<file path="config.mk">
export PLATFORM = sky130hd
export DESIGN_NAME = mem_stall_ctrl
export DESIGN_NICKNAME = d
export VERILOG_FILES = /design/src/rtl/mem_stall_ctrl.sv
export SDC_FILE = /design/constraint.sdc
export NUM_CORES = 1
export LEC_CHECK = 0
export ABC_AREA = 1
export BUFFER_PORTS_ARGS = -buffer_cell sky130_fd_sc_hd__buf_2
export CAP_MARGIN = 20
export CORE_MARGIN = 2
export CORE_UTILIZATION = 50
export CTS_CLUSTER_SIZE = 24
export DETAILED_ROUTE_END_ITERATION = 16
export PLACE_DENSITY = 0.82
export SYNTH_ARGS = -nofsm -noshare
export SYNTH_HDL_FRONTEND = slang
export SYNTH_SLANG_ARGS = --single-unit
</file>
<file path="constraint.sdc">
create_clock -name clk -period 7.7 [get_ports clk]
set_input_delay 0.385 -clock clk [delete_from_list [all_inputs] [get_ports clk]]
set_output_delay 0.385 -clock clk [all_outputs]
set_load 0.05 [all_outputs]
</file>
<file path="src/rtl/mem_stall_ctrl.sv">
// mem_stall_ctrl: turns a single-cycle pipeline load/store into a valid/ready
// memory transaction. It stalls the pipeline until the access completes, then
// releases it for exactly one DONE cycle while the captured load data is held.
module mem_stall_ctrl #(
    parameter int DWIDTH = 32,
    parameter int AWIDTH = 32
) (
    input  logic                clk,
    input  logic                reset,
    input  logic                cpu_re,
    input  logic [DWIDTH/8-1:0] cpu_we,
    input  logic [AWIDTH-1:0]   cpu_addr,
    input  logic [DWIDTH-1:0]   cpu_wdata,
    output logic [DWIDTH-1:0]   cpu_rdata,
    output logic                stall,
    output logic                mem_req_valid,
    input  logic                mem_req_ready,
    output logic                mem_req_rw,
    output logic [AWIDTH-1:0]   mem_req_addr,
    output logic [DWIDTH-1:0]   mem_req_wdata,
    output logic [DWIDTH/8-1:0] mem_req_wmask,
    input  logic                mem_resp_valid,
    input  logic [DWIDTH-1:0]   mem_resp_data,
    output logic [31:0]         stall_count
);

    typedef enum logic [1:0] {
        IDLE = 2'd0,
        REQ  = 2'd1,
        WAIT = 2'd2,
        DONE = 2'd3
    } state_t;

    state_t                state_q, state_d;
    logic [AWIDTH-1:0]     addr_q;
    logic [DWIDTH-1:0]     wdata_q;
    logic [DWIDTH/8-1:0]   wmask_q;
    logic                  rw_q;
    logic [DWIDTH-1:0]     rdata_q, rdata_d;
    logic [31:0]           count_q, count_d;

    logic access;
    logic is_store;
    logic capture;

    // A store takes priority over a simultaneous load.
    assign is_store = |cpu_we;
    assign access   = cpu_re | is_store;
    // The request is latched only from IDLE; CPU inputs in other states belong
    // to the instruction already in flight.
    assign capture  = (state_q == IDLE) && access;

    // Next-state logic and the combinational stall / data-hold decisions.
    always_comb begin
        state_d = state_q;
        rdata_d = rdata_q;
        stall   = 1'b0;
        unique case (state_q)
            IDLE: begin
                stall = access;
                if (access) state_d = REQ;
            end
            REQ: begin
                stall = 1'b1;
                if (mem_req_ready) state_d = rw_q ? DONE : WAIT;
            end
            WAIT: begin
                stall = 1'b1;
                if (mem_resp_valid) begin
                    rdata_d = mem_resp_data;
                    state_d = DONE;
                end
            end
            DONE: begin
                state_d = IDLE;
            end
            default: state_d = IDLE;
        endcase
        // Counter wraps naturally at 2^32.
        count_d = stall ? count_q + 32'd1 : count_q;
    end

    // State, load data and stall counter registers.
    always_ff @(posedge clk or posedge reset) begin
        if (reset) begin
            state_q <= IDLE;
            rdata_q <= '0;
            count_q <= '0;
        end else begin
            state_q <= state_d;
            rdata_q <= rdata_d;
            count_q <= count_d;
        end
    end

    // Request registers hold the access stable for the whole handshake.
    always_ff @(posedge clk or posedge reset) begin
        if (reset) begin
            addr_q  <= '0;
            wdata_q <= '0;
            wmask_q <= '0;
            rw_q    <= 1'b0;
        end else if (capture) begin
            addr_q  <= cpu_addr;
            wdata_q <= cpu_wdata;
            wmask_q <= cpu_we;
            rw_q    <= is_store;
        end
    end

    assign mem_req_valid = (state_q == REQ);
    assign mem_req_rw    = rw_q;
    assign mem_req_addr  = addr_q;
    assign mem_req_wdata = wdata_q;
    assign mem_req_wmask = wmask_q;
    assign cpu_rdata     = rdata_q;
    assign stall_count   = count_q;

endmodule

</file>
## Word-level counts from Yosys, hierarchy flattened

Cells that the tools add are included.
Widths: inputs -> output; s select.

- Reductions and logical operators: 6
- Equal/unequal tests: 6
- Add/sub/neg operators: 1
- Bitwise operators: 1
- Mux-type cells: 6

Operators with widths:

| kind | count |
|---|---|
| $add 32x1->32 const B | 1 |
| $pmux 2 s4 | 1 |
| $mux 2 | 3 |
| $eq 2x2->1 const B | 2 |
| $ne 2x2->1 const B | 2 |
| $reduce_or 4->1 | 1 |
| $reduce_and 3->1 | 1 |
| $eq 2x1->1 const B | 1 |
| $logic_not 2->1 | 1 |
| $ne 2x1->1 const B | 1 |
| $pmux 1 s2 | 1 |
| $reduce_and 2->1 | 1 |
| $reduce_or 2->1 | 1 |
| $logic_and 1x1->1 | 1 |
| $mux 1 | 1 |
| $or 1x1->1 | 1 |

- Output and inout port bits: 135
- Register bits: 135

## Logic depth before layout (Yosys ltp)

- Word-level depth: 4
- Gate-level depth with buffers: 9
- Mapped depth without buffers: 9

## Worst setup path after synthesis

OpenSTA, ideal clock, no wires.

- Path kind: reg2reg
- From: register count_q[1], in the netlist stall_count[1]
- To: register count_q[22], in the netlist stall_count[22]
- Library setup time: 120 ps
- Cell stages (with the launch flop): 9
- Period minus slack after synthesis: 1794 ps
- Setup slack: 5906 ps
- Buffers on the path: 0
- Arrival: 1674 ps
- Path through: dfrtp_1 -> ha_1 -> nand3_2 -> nor2_1 -> nand3_2 -> nor2_1 -> nand2_1 -> nand2_1 -> nand2_1

- Cells in the longest elaborated chain, start to end: 1

Ends and longest elaborated chain:

| element | RTL line | RTL |
|---|---|---|
| start, declared | 40 | `logic [31:0] count_q, count_d;` |
| start signal, assigned | 92 | `count_q <= count_d;` |
| $add 32x1->32 | 80 | `count_d = stall ? count_q + 32'd1 : count_q;` |

No other way between the ends.
A chain may end at the register's enable or synchronous reset.

## Worst setup path after layout

- From: register state_q[0]
- To: output port stall

- Cells in the longest elaborated chain, start to end: 3

Ends and longest elaborated chain:

| element | RTL line | RTL |
|---|---|---|
| start, declared | 34 | `state_t state_q, state_d;` |
| start signal, assigned | 90 | `state_q <= state_d;` |
| $eq 2x1->1 or $eq 2x2->1 (tied branches) | 58 | `unique case (state_q)` |
| $reduce_or 2->1 (no line) | n/a |  |
| $pmux 1 s2 * | 58 |  |
| end, declared | 15 | `output logic stall,` |

Every way passes the cells marked *; elsewhere a longest branch is shown, timed or not.

==> out/qor.yml <==
clock_skew_ps: 6.581
worstRegToRegCells: 8
powerDensity_nw_per_um2: 513.6
final_common_cell: "nand2_1"
h-tree-depth: 4
clockBufferDepth: 2
holdBufCountCts: 0
synth_cell_types: 29
drive_above_1_share: 0.3446
grt_pass1_vias: 5234
syn_inst: 691
slew_violations: 0
crit_path_start_kind: "flip-flop"
grt_max_degree: 73
hold_class: "in2async"
syn_to_final_growth_pct: 31.29
worstPathRequired_ps: 7320
viasPerCell: 4.894
initial_core_util: 0.5072
insertedDiodeCount: 0
rsz0062_at_grt: "no"
clkSlewWorstSetupHoldPaths_ps: 60
r2r_end: "stall_count[28]"
yosys_warnings: 0
slew_headroom: 0.4108
cts_tree: "built"
status: "finished clean"
max_freq_mhz: 326.7
fp.coreArea_um2: 11910
ys_ff_latch: 135
utilization: 0.6660
routedWlPerCell_um: 14.21
cts-root-buf: "clkbuf_16"
grt_use_total: 0.2482
r2r_setup_slack_ps: 5430
dr.pass1.iters: 5
seq_area_frac_synth: 0.5591
overflow: 0
ctsResizeCount: 0
design_area_um2: 7933
drc: 0
p_leak_nw: 4.367
clock_latency_ps: 410
io_pins: 240
tns_ps: 0
port_buffers: 239
finalSetupViolations: 0
syn-cell-area_um2: 6042
dp_hpwl_mm: 10.71
die_w_um: 113.9
final_cell_mix: "330 x nand2_1, 239 x buf_2, 135 x dfrtp_1"
dieArea_um2: 12980
num_rows: 40
postPlaceCellArea_um2: 7308
wl_mm: 15.49
r2r_start: "state_q[0]"
grt_pass1_wl_mm: 25.10
final-hold-violation-count: 0
numCtsBuffers: 17
vias: 5335
end_kind: "primary output"
crit_arrival_ps: 2680
period_share: 0.3975
path_class: "reg2out"
antenna_found_initial: 0
cts.sinks: 135
antenna_left: 0
synth.avg_cell_area_um2: 8.744
tightest_slew_ps: 883.7
syn_nets: 802
post_cts_buffers: 0
dr.first_iter.drc_count: 293
nets: 1041
die_h_um: 113.9
vdd_drop_max_mv: 0.3358
max_cap_violations: 0
gp_congestion: 0.8544
min_period_ps: 3061
worst-path-max-fanout: 72
==> metal layers <==
| metal | GRT usage | vias to the layer above | routed length, µm |
|---|---|---|---|
| li1 | - | 2610 | - |
| met1 | 0.2984 | 2481 | 6267 |
| met2 | 0.4163 | 202 | 7710 |
| met3 | 0.06854 | 42 | 1019 |
| met4 | 0.1146 | 0 | 488 |
| met5 | 0 | - | 0 |
==> Yosys cell counts <==
cell / number / area, µm²
nand2_1: 330 / 1239
dfrtp_1: 135 / 3378
nor2_1: 46 / 172.7
inv_1: 45 / 168.9
mux2_2: 32 / 360.4
o21ai_0: 14 / 70.07
buf_2: 11 / 55.05
nand3_1: 10 / 50.05
nand3b_1: 10 / 75.07
ha_1: 6 / 75.07
clkbuf_1: 5 / 18.77
nand3_2: 5 / 50.05
xnor2_1: 5 / 43.79
buf_6: 4 / 45.04
nor3_2: 4 / 40.04
o21ai_1: 4 / 20.02
buf_4: 3 / 22.52
nand2_2: 3 / 18.77
nand4_1: 3 / 18.77
nor2_2: 3 / 18.77
xor2_1: 3 / 26.28
nand2_4: 2 / 22.52
nor3_1: 2 / 10.01
a21o_1: 1 / 7.510
a21oi_1: 1 / 5.000
a21oi_2: 1 / 8.760
inv_2: 1 / 3.750
nor2_4: 1 / 11.26
o22ai_1: 1 / 6.260
==> through the flow <==
stage	hold slack [ps]	setup WS, ps	total power (W)	std cells
6_report	41.32	4639	0.004074	1090
2_1_floorplan	494.6	3704	0.002813	691
5_1_grt	81.72	4394	0.004296	1090
3_5_place_dp	453.8	5056	0.003256	1057
4_1_cts	62.34	4620	0.004088	1089
3_3_place_gp	451.1	5114	0.003207	1057
==> critical path, stage by stage (launching register included) <==
cell and delay [ps]:
dfrtp_1 420, inv_1 140, ha_1 280, nand2_4 450, a21oi_2 260, buf_4 360, buf_2 340
==> state kept, by name (all words and copies together) (netlist names) <==
name,cells
cpu_rdata,32
mem_req_addr,32
mem_req_rw,1
mem_req_wdata,32
mem_req_wmask,4
stall_count,32
state_q,2
==> cell families after synthesis <==
group                      Yosys count  share of synthesized area
adders and majority gates            6                    0.01242
DFF                                135                     0.5591
buffers and inverters               69                    0.05198
muxes                               32                    0.05964
AOI/OAI and AO/OA                   22                    0.01947
xor gates and xnor gates             8                    0.01160
and+or+nand+nor                    419                     0.2858
==> worst max-delay path by stage <==
stage | from | endpoint | slack, ps | depth (start not counted)
2_1_floorplan | reset | cpu_rdata[0] | 3700 | 1
3_3_place_gp | state_q[0] | stall | 5110 | 6
3_5_place_dp | state_q[0] | mem_req_addr[27] | 5060 | 6
4_1_cts | state_q[0] | stall | 4620 | 6
5_1_grt | state_q[0] | stall | 4390 | 6
6_report | state_q[0] | stall | 4640 | 6
==> where the power goes <==
| group | switching (W) | leakage, nW | internal [W] |
|---|---|---|---|
| registers | 0.000167 | 1.69 | 0.000997 |
| logic | 0.00162 | 2.38 | 0.000480 |
| clock network | 0.000294 | 0.293 | 0.000519 |
| total | 0.00208 | 4.37 | 0.00200 |
==> cell type report <==
| class | instances | area (µm²) |
|---|---|---|
| Clock inverter | 7 | 91.34 |
| Multi-Input combinational cell | 487 | 2350 |
| Tap cell | 147 | 183.9 |
| Sequential cell | 135 | 3378 |
| Clock buffer | 25 | 505.5 |
| Fill cell | 988 | 3979 |
| Timing Repair Buffer | 243 | 1246 |
| Inverter | 46 | 177.7 |
No activity file was read; power rests on OpenSTA's default activity.
